## src/rtl/message_scheduler.sv

```systemverilog
// rtl/message_scheduler.sv - SHA-256 message schedule for the second header chunk.
// Emits one registered W[t] per enabled step from a 16-word sliding window.
module message_scheduler (
  input  logic        clk,
  input  logic        rst,
  input  logic        clearCounter,
  input  logic        solveEn,
  input  logic [5:0]  cycle,
  input  logic [31:0] nonce,
  input  logic [95:0] headerTail,
  output logic [31:0] wt,
  output logic        wValid,
  output logic [5:0]  wIndex,
  output logic [31:0] nonceOut,
  output logic        blockDone,
  output logic        seqErr
);

  // win[0] is the newest word W[t-1]; win[15] is W[t-16].
  logic [31:0] win [16];
  logic [5:0]  expected;
  logic [31:0] new_word;

  function automatic logic [31:0] rotr(input logic [31:0] x, input int unsigned n);
    return (x >> n) | (x << (32 - n));
  endfunction

  function automatic logic [31:0] sig0(input logic [31:0] x);
    return rotr(x, 7) ^ rotr(x, 18) ^ (x >> 3);
  endfunction

  function automatic logic [31:0] sig1(input logic [31:0] x);
    return rotr(x, 17) ^ rotr(x, 19) ^ (x >> 10);
  endfunction

  always_comb begin
    new_word = 32'h0;
    if (cycle[5:4] == 2'b00) begin
      // Padding template; W3 takes the latched nonce so the block stays self-consistent.
      case (cycle[3:0])
        4'd0:    new_word = headerTail[95:64];
        4'd1:    new_word = headerTail[63:32];
        4'd2:    new_word = headerTail[31:0];
        4'd3:    new_word = nonceOut;
        4'd4:    new_word = 32'h8000_0000;
        4'd15:   new_word = 32'h0000_0280;
        default: new_word = 32'h0;
      endcase
    end else begin
      new_word = sig1(win[1]) + win[6] + sig0(win[14]) + win[15];
    end
  end

  always_ff @(posedge clk or posedge rst) begin
    if (rst) begin
      wt        <= 32'h0;
      wValid    <= 1'b0;
      wIndex    <= 6'd0;
      nonceOut  <= 32'h0;
      blockDone <= 1'b0;
      seqErr    <= 1'b0;
      expected  <= 6'd0;
      for (int i = 0; i < 16; i++) win[i] <= 32'h0;
    end else if (clearCounter) begin
      wt        <= 32'h0;
      wValid    <= 1'b0;
      wIndex    <= 6'd0;
      nonceOut  <= 32'h0;
      blockDone <= 1'b0;
      seqErr    <= 1'b0;
      expected  <= 6'd0;
      for (int i = 0; i < 16; i++) win[i] <= 32'h0;
    end else if (solveEn) begin
      wt        <= new_word;
      wValid    <= 1'b1;
      wIndex    <= cycle;
      blockDone <= (cycle == 6'd63);
      expected  <= cycle + 6'd1;
      if (cycle != expected) seqErr <= 1'b1;
      if (cycle == 6'd0) nonceOut <= nonce;
      win[0] <= new_word;
      for (int i = 1; i < 16; i++) win[i] <= win[i-1];
    end else begin
      wValid    <= 1'b0;
      blockDone <= 1'b0;
    end
  end

endmodule

```

## config.mk

```make
export PLATFORM = sky130hd
export DESIGN_NAME = message_scheduler
export DESIGN_NICKNAME = d
export VERILOG_FILES = /design/src/rtl/message_scheduler.sv
export SDC_FILE = /design/constraint.sdc
export NUM_CORES = 1
export LEC_CHECK = 0
export CELL_PAD_IN_SITES_DETAIL_PLACEMENT = 0
export CELL_PAD_IN_SITES_GLOBAL_PLACEMENT = 2
export CORE_MARGIN = 8
export CORE_UTILIZATION = 44
export CTS_BUF_LIST = sky130_fd_sc_hd__clkbuf_4 sky130_fd_sc_hd__clkbuf_8
export CTS_CLUSTER_DIAMETER = 100
export DETAILED_ROUTE_END_ITERATION = 16
export GPL_ROUTABILITY_DRIVEN = 0
export PLACE_DENSITY = 0.94
export SLEW_MARGIN = 20
export SYNTH_ARGS = -nofsm -noshare
export SYNTH_HDL_FRONTEND = slang
export SYNTH_SLANG_ARGS = --single-unit
```

## constraint.sdc

```tcl
create_clock -name clk -period 38.3 [get_ports clk]
set_clock_uncertainty 0.05 [all_clocks]
set_input_delay 5.745 -clock clk [delete_from_list [all_inputs] [get_ports clk]]
set_output_delay 5.745 -clock clk [all_outputs]
set_load 0.03 [all_outputs]
```

==> results.toml, run 1 <==
[placed_design]
io_buffers = 210
dp_cells = 3388
dp_hpwl_um = 49800
placed_area_um2 = 30100
dp_slack_ns = 28.51

[sta]
slew_headroom_pct = 22.7
worst_slack_ns = 29.14
whs_ns = 0.464
hold_viol = 0
period_needed_ns = 9.16
timing.final.crit_share_pct = 23.9
rsz0062_at_grt = "no"
slew_violations = 0
tightest_slew_ns = 1.16
fin_tns_setup_ns = 0
max_freq_mhz = 109
setup_viol = 0

[detailed_routing]
drc = 0
initialDrtViolationCount = 1508
ant_nets = 0
drt-wirelength-per-cell_um = 20.3
drt_pre_antenna_iters = 6
vias = 18600
routed_wirelength_um = 72100
via_per_inst = 5.24

[final_layout]
final_area_um2 = 32100
fill_cells = 5804
final_cell_mix = "dfrtp_1, nor2_1, mux2i_1"
final_common_cell = "dfrtp_1"
fin_nets = 2872
drive_above_1_share_pct = 7.68
fin_cells = 3557
area_growth_pct = 16.4

[clocking]
cts_root_buf = "clkbuf_8"
ctsResizeCount = 0
cts_made_buffers = 93
cts_tree = "yes"
clockBufferDepth = 3
worstSkewPairLatency_ns = 0.68
post_cts_buffers = 0
hold_buffers = 0
clk_pin_slew_ns = 0.06
htree_num_levels = 3
cts_sinks = 559

[worst_setup_path]
end_kind = "flip-flop"
critical_path.max_fanout = 95
start_kind = "primary input"
cp.required_ns = 38.75
cp.arrival_ns = 9.62
critPathKind = "primary input to flip-flop"

[die]
die_w_um = 267
num_io_pins = 211
row_count = 92
initial_core_util_pct = 44.1
core_area_um2 = 62600
die-area_um2 = 71000
fp.dieH_um = 267

[logic_synthesis]
syn_inst = 2519
synthFlopType = "dfrtp_1"
ys_ff_latch = 559
synth_area_leaders = "dfrtp_1, mux2i_1, nor2_1"
synth.avg_cell_area_um2 = 11.0
synth_nets = 2754
yosysWarnings = 0
synth-seq-area-share_pct = 50.6
async_flop_share_pct = 100
yosysTopAreaCellShare_pct = 50.6
synth-edff-count = 0
synth_cell_types = 57
syn-cell-area_um2 = 27600
yosys.area.top_type = "dfrtp_1"

[global_routing]
gr-total-overflow = 0
antenna_found_initial = 2
grt_pass1_wl_um = 112000
grt.total_usage_pct = 20.1
grt_pass1_vias = 19000
grt_max_degree = 229

[run_status]
status = "finished, final reports clean"

[power]
p_per_area_nw_per_um2 = 39.2
irDropWorstVdd_v = 0.0000256
p_leak_nw = 15.9

[worst_hold_path]
hold_path.class = "flip-flop to flip-flop"

[job]
maxCapViolations = 0
[synth_stat cells, types with 2 or more instances]
library cell	n
a211oi_1	7
a21o_1	11
a21oi_1	63
a221oi_1	7
a22o_1	40
a22oi_1	53
a311oi_1	2
a31oi_1	11
a41oi_1	2
and2_1	5
and3_1	3
and3_4	2
and4_1	3
buf_1	33
buf_2	9
buf_4	32
clkbuf_1	135
dfrtp_1	559
fa_1	62
ha_1	35
inv_1	129
mux2i_1	489
nand2_1	35
nand2b_1	6
nand3_1	19
nand4_1	4
nor2_1	518
nor2b_1	3
nor3_1	7
nor4_1	2
o211ai_1	5
o21a_1	3
o21ai_0	42
o21bai_1	5
o221ai_1	2
o31ai_1	2
or2_2	2
xnor2_1	87
xor2_1	67
[metrics by stage]
stage / util [%] / total power [W]
5_1_grt: 51.3 / 0.00131
6_report: 51.3 / 0.00126
3_3_place_gp: 48.1 / 0.000702
3_5_place_dp: 48.1 / 0.000704
4_1_cts: 51.3 / 0.00128
2_1_floorplan: - / 0.000669
[flip-flops by register name (all words and copies together), names as in the netlist]
name	cells
wValid	1
seqErr	1
win	480
wt	32
nonceOut	32
wIndex	6
expected	6
blockDone	1
[critical path, stage by stage]
cell and delay, ns:
buf_8 0.55, buf_4 0.79, buf_4 0.93, buf_4 0.97, mux2i_1 0.29, nor2_1 0.07
[area by class of cell]
class / instances / area (um2) / area share, %
clock inverters: 17 / 180 / 0.560
multi-input cells: 1621 / 12200 / 38.0
diodes: 2 / 5.00 / 0.0156
clock buffers: 150 / 1870 / 5.82
repair buffers: 233 / 2330 / 7.23
flip-flops and latches: 559 / 14000 / 43.5
well taps: 846 / 1060 / 3.29
inverters: 129 / 492 / 1.53
[worst paths after layout]
| kind | endpoint | slack [ns] | from | cells past startpoint |
|---|---|---|---|---|
| max reg2reg | wt[26] | 33.42 | win[470] | 14 |
| max in group asynchronous | win[241] | 30.26 | rst | 4 |
| min | seqErr | 0.46 | seqErr | 2 |
| min reg2reg | seqErr | 0.46 | seqErr | 2 |
| min in group asynchronous | win[139] | 5.59 | rst | 2 |
| max | win[247] | 29.14 | solveEn | 6 |
[per-layer routing]
| layer | vias to the layer above | wire length [um] | global-route usage [%] |
|---|---|---|---|
| li1 | 8619 | - | - |
| met3 | 130 | 4260 | 4.02 |
| met1 | 9349 | 32700 | 28.1 |
| met5 | - | 0 | 0 |
| met4 | 0 | 2120 | 6.79 |
| met2 | 537 | 33000 | 31.2 |
[power breakdown]
group | total [W] | internal (W) | switching, W | leakage [nW]
registers | 0.000599 | 0.000594 | 0.00000446 | 7.79
clock network | 0.000569 | 0.000329 | 0.000240 | 1.09
logic | 0.0000939 | 0.0000372 | 0.0000567 | 6.98
total | 0.00126 | 0.000960 | 0.000301 | 15.9
[kinds of logic after synthesis]
kind of cell	synth area share [%]
buffers and inverters	5.11
AND/OR/NAND/NOR	8.81
flip-flops	50.6
adder cells (fa/ha/maj)	6.08
AO/OA/AOI/OAI	6.71
XOR/XNOR	4.88
multiplexers	17.8
Note: power is estimated with default switching activity, not from simulation.
==> inputs of run 2 (changes only) <==
CORE_UTILIZATION = 41   (was 44)
PLACE_DENSITY = 0.89   (was 0.94)
clock period = 8.9 ns   (was 38.3 ns; I/O delays follow)
==> run 2 against run 1 <==
  * Power rose to 4.3 times the previous value
  * Global-route usage is 0.61 points lower
  * Setup slack worse by 25 ns
  * Non-clock buffer count shrank 1
  * Cell area increased by 0.27%
  * Die area is 6.9% higher
  * Sequential share of layout area fell by 0.12 points
  * Largest cell class unchanged
==> results.toml, run 2 (synthesis gave the netlist of run 1 again) <==
[run_status]
status = "finished, final reports clean"

[worst_setup_path]
cp.arrival_ns = 4.95
critical_path.max_fanout = 5
reg2regPathDepth = 16
crit_start = "win[466]"
end_kind = "flip-flop"
cp.required_ns = 9.41
critPathKind = "flip-flop to flip-flop"
crit_chain = "xor2_1, xnor2_1, fa_1, fa_1, inv_1, ha_1, inv_1, fa_1, nor2b_1, o211ai_1, a21oi_1, a21o_2, o211ai_4, o31ai_1, xnor2_1, o221ai_1"
regToRegStartpoint = "win[466]"
r2r_slack_ns = 4.46
start_kind = "flip-flop"
critPathMostFrequentCell = "fa_1"
crit_slowest_cell = "dfrtp_1"
max_stage_delay_ns = 0.48

[final_layout]
drive_above_1_share_pct = 7.72
final_area_um2 = 32200
fin_nets = 2872
reg_top3 = "win: 480 flops, nonceOut: 32 flops, wt: 32 flops"
regMostFlops = "win"
final_cell_mix = "dfrtp_1, nor2_1, mux2i_1"
area_growth_pct = 16.7
fin_cells = 3584
final_common_cell = "dfrtp_1"
largest_register_ffs = 480

[placed_design]
io_buffers = 210
dp_slack_ns = 4.44
dp_hpwl_um = 51800
placed_area_um2 = 30100
dp_cells = 3413

[clocking]
post_cts_buffers = 0
htree_num_levels = 3
clk_pin_slew_ns = 0.07
ctsResizeCount = 0
cts_sinks = 559
cts_made_buffers = 94
cts_root_buf = "clkbuf_8"
cts_tree = "yes"
worstSkewPairLatency_ns = 0.71
hold_buffers = 0
clockBufferDepth = 3

[die]
fp.dieH_um = 276
num_io_pins = 211
core_area_um2 = 66900
initial_core_util_pct = 41.3
row_count = 95
die_w_um = 276
die-area_um2 = 75900

[sta]
slew_headroom_pct = 26.3
max_freq_mhz = 225
period_needed_ns = 4.44
hold_viol = 0
slew_violations = 0
setup_viol = 0
worst_slack_ns = 4.46
rsz0062_at_grt = "no"
timing.final.crit_share_pct = 49.9
tightest_slew_ns = 1.11

[worst_hold_path]
hold_path.class = "flip-flop to flip-flop"
hold_depth = 2
worstHoldStart = "seqErr"

[global_routing]
grt_max_degree = 179
grt_pass1_wl_um = 116000
grt_pass1_vias = 19300
antenna_found_initial = 2
grt.total_usage_pct = 19.5
gr-total-overflow = 0

[detailed_routing]
vias = 18900
drt_pre_antenna_iters = 5
initialDrtViolationCount = 1522
ant_nets = 0
drt-wirelength-per-cell_um = 20.9
via_per_inst = 5.27
routed_wirelength_um = 74900
drc = 0

[power]
total_power_w = 0.00548
p_leak_nw = 15.9
irDropWorstVdd_v = 0.000103
p_per_area_nw_per_um2 = 170

[job]
maxCapViolations = 0
-- run 2: cell types whose count changed in the layout (fill, tap and decap cells not counted), sizes merged --
cell,change
clkinvlp,+4
clkbuf,-3
buf,-1
-- run 2: final timing paths --
check,to
max in group asynchronous,win[226]
min,seqErr
max reg2reg,wt[31]
max,wt[31]
min in group asynchronous,win[139]
min reg2reg,seqErr
-- run 2: stage by stage --
step / hold WS [ns] / utilization, % / setup TNS (ns)
6_report: 0.439 / 48.2 / 0
5_1_grt: 0.486 / 48.2 / 0
4_1_cts: 0.448 / 48.1 / 0
3_5_place_dp: 0.433 / 45.0 / 0
3_3_place_gp: 0.438 / 45.0 / 0
2_1_floorplan: 0.422 / - / -52.96
-- run 2: layer usage --
layer	vias up	wire length [um]	GRT usage, %
met2	575	33500	30.0
li1	8630	-	-
met4	0	3130	8.99
met1	9523	33600	26.7
met3	159	4630	3.50
met5	-	0	0
-- run 2: layout make-up --
class,instances,area [um2]
Clock buffer,147,1880
Inverter,129,488
Clock inverter,21,214
Tap cell,873,1090
Fill cell,6068,34700
Antenna cell,2,5.00
Timing Repair Buffer,232,2340
Sequential cell,559,14000
Multi-Input combinational cell,1621,12200
-- run 2: critical path, delay by kind of cell, from the launching register on --
family / cells / cell delay (ns)
AO/OA/AOI/OAI: 6 / 1.28
XOR/XNOR: 3 / 0.65
adder cells (fa/ha/maj): 4 / 1.51
buffers and inverters: 2 / 0.13
flip-flops: 1 / 0.48
AND/OR/NAND/NOR: 1 / 0.20
-- run 2: where the power goes --
group	internal (W)	switching (W)
clock	0.00143	0.00107
combinational	0.000160	0.000247
sequential	0.00256	0.0000208
total	0.00415	0.00133
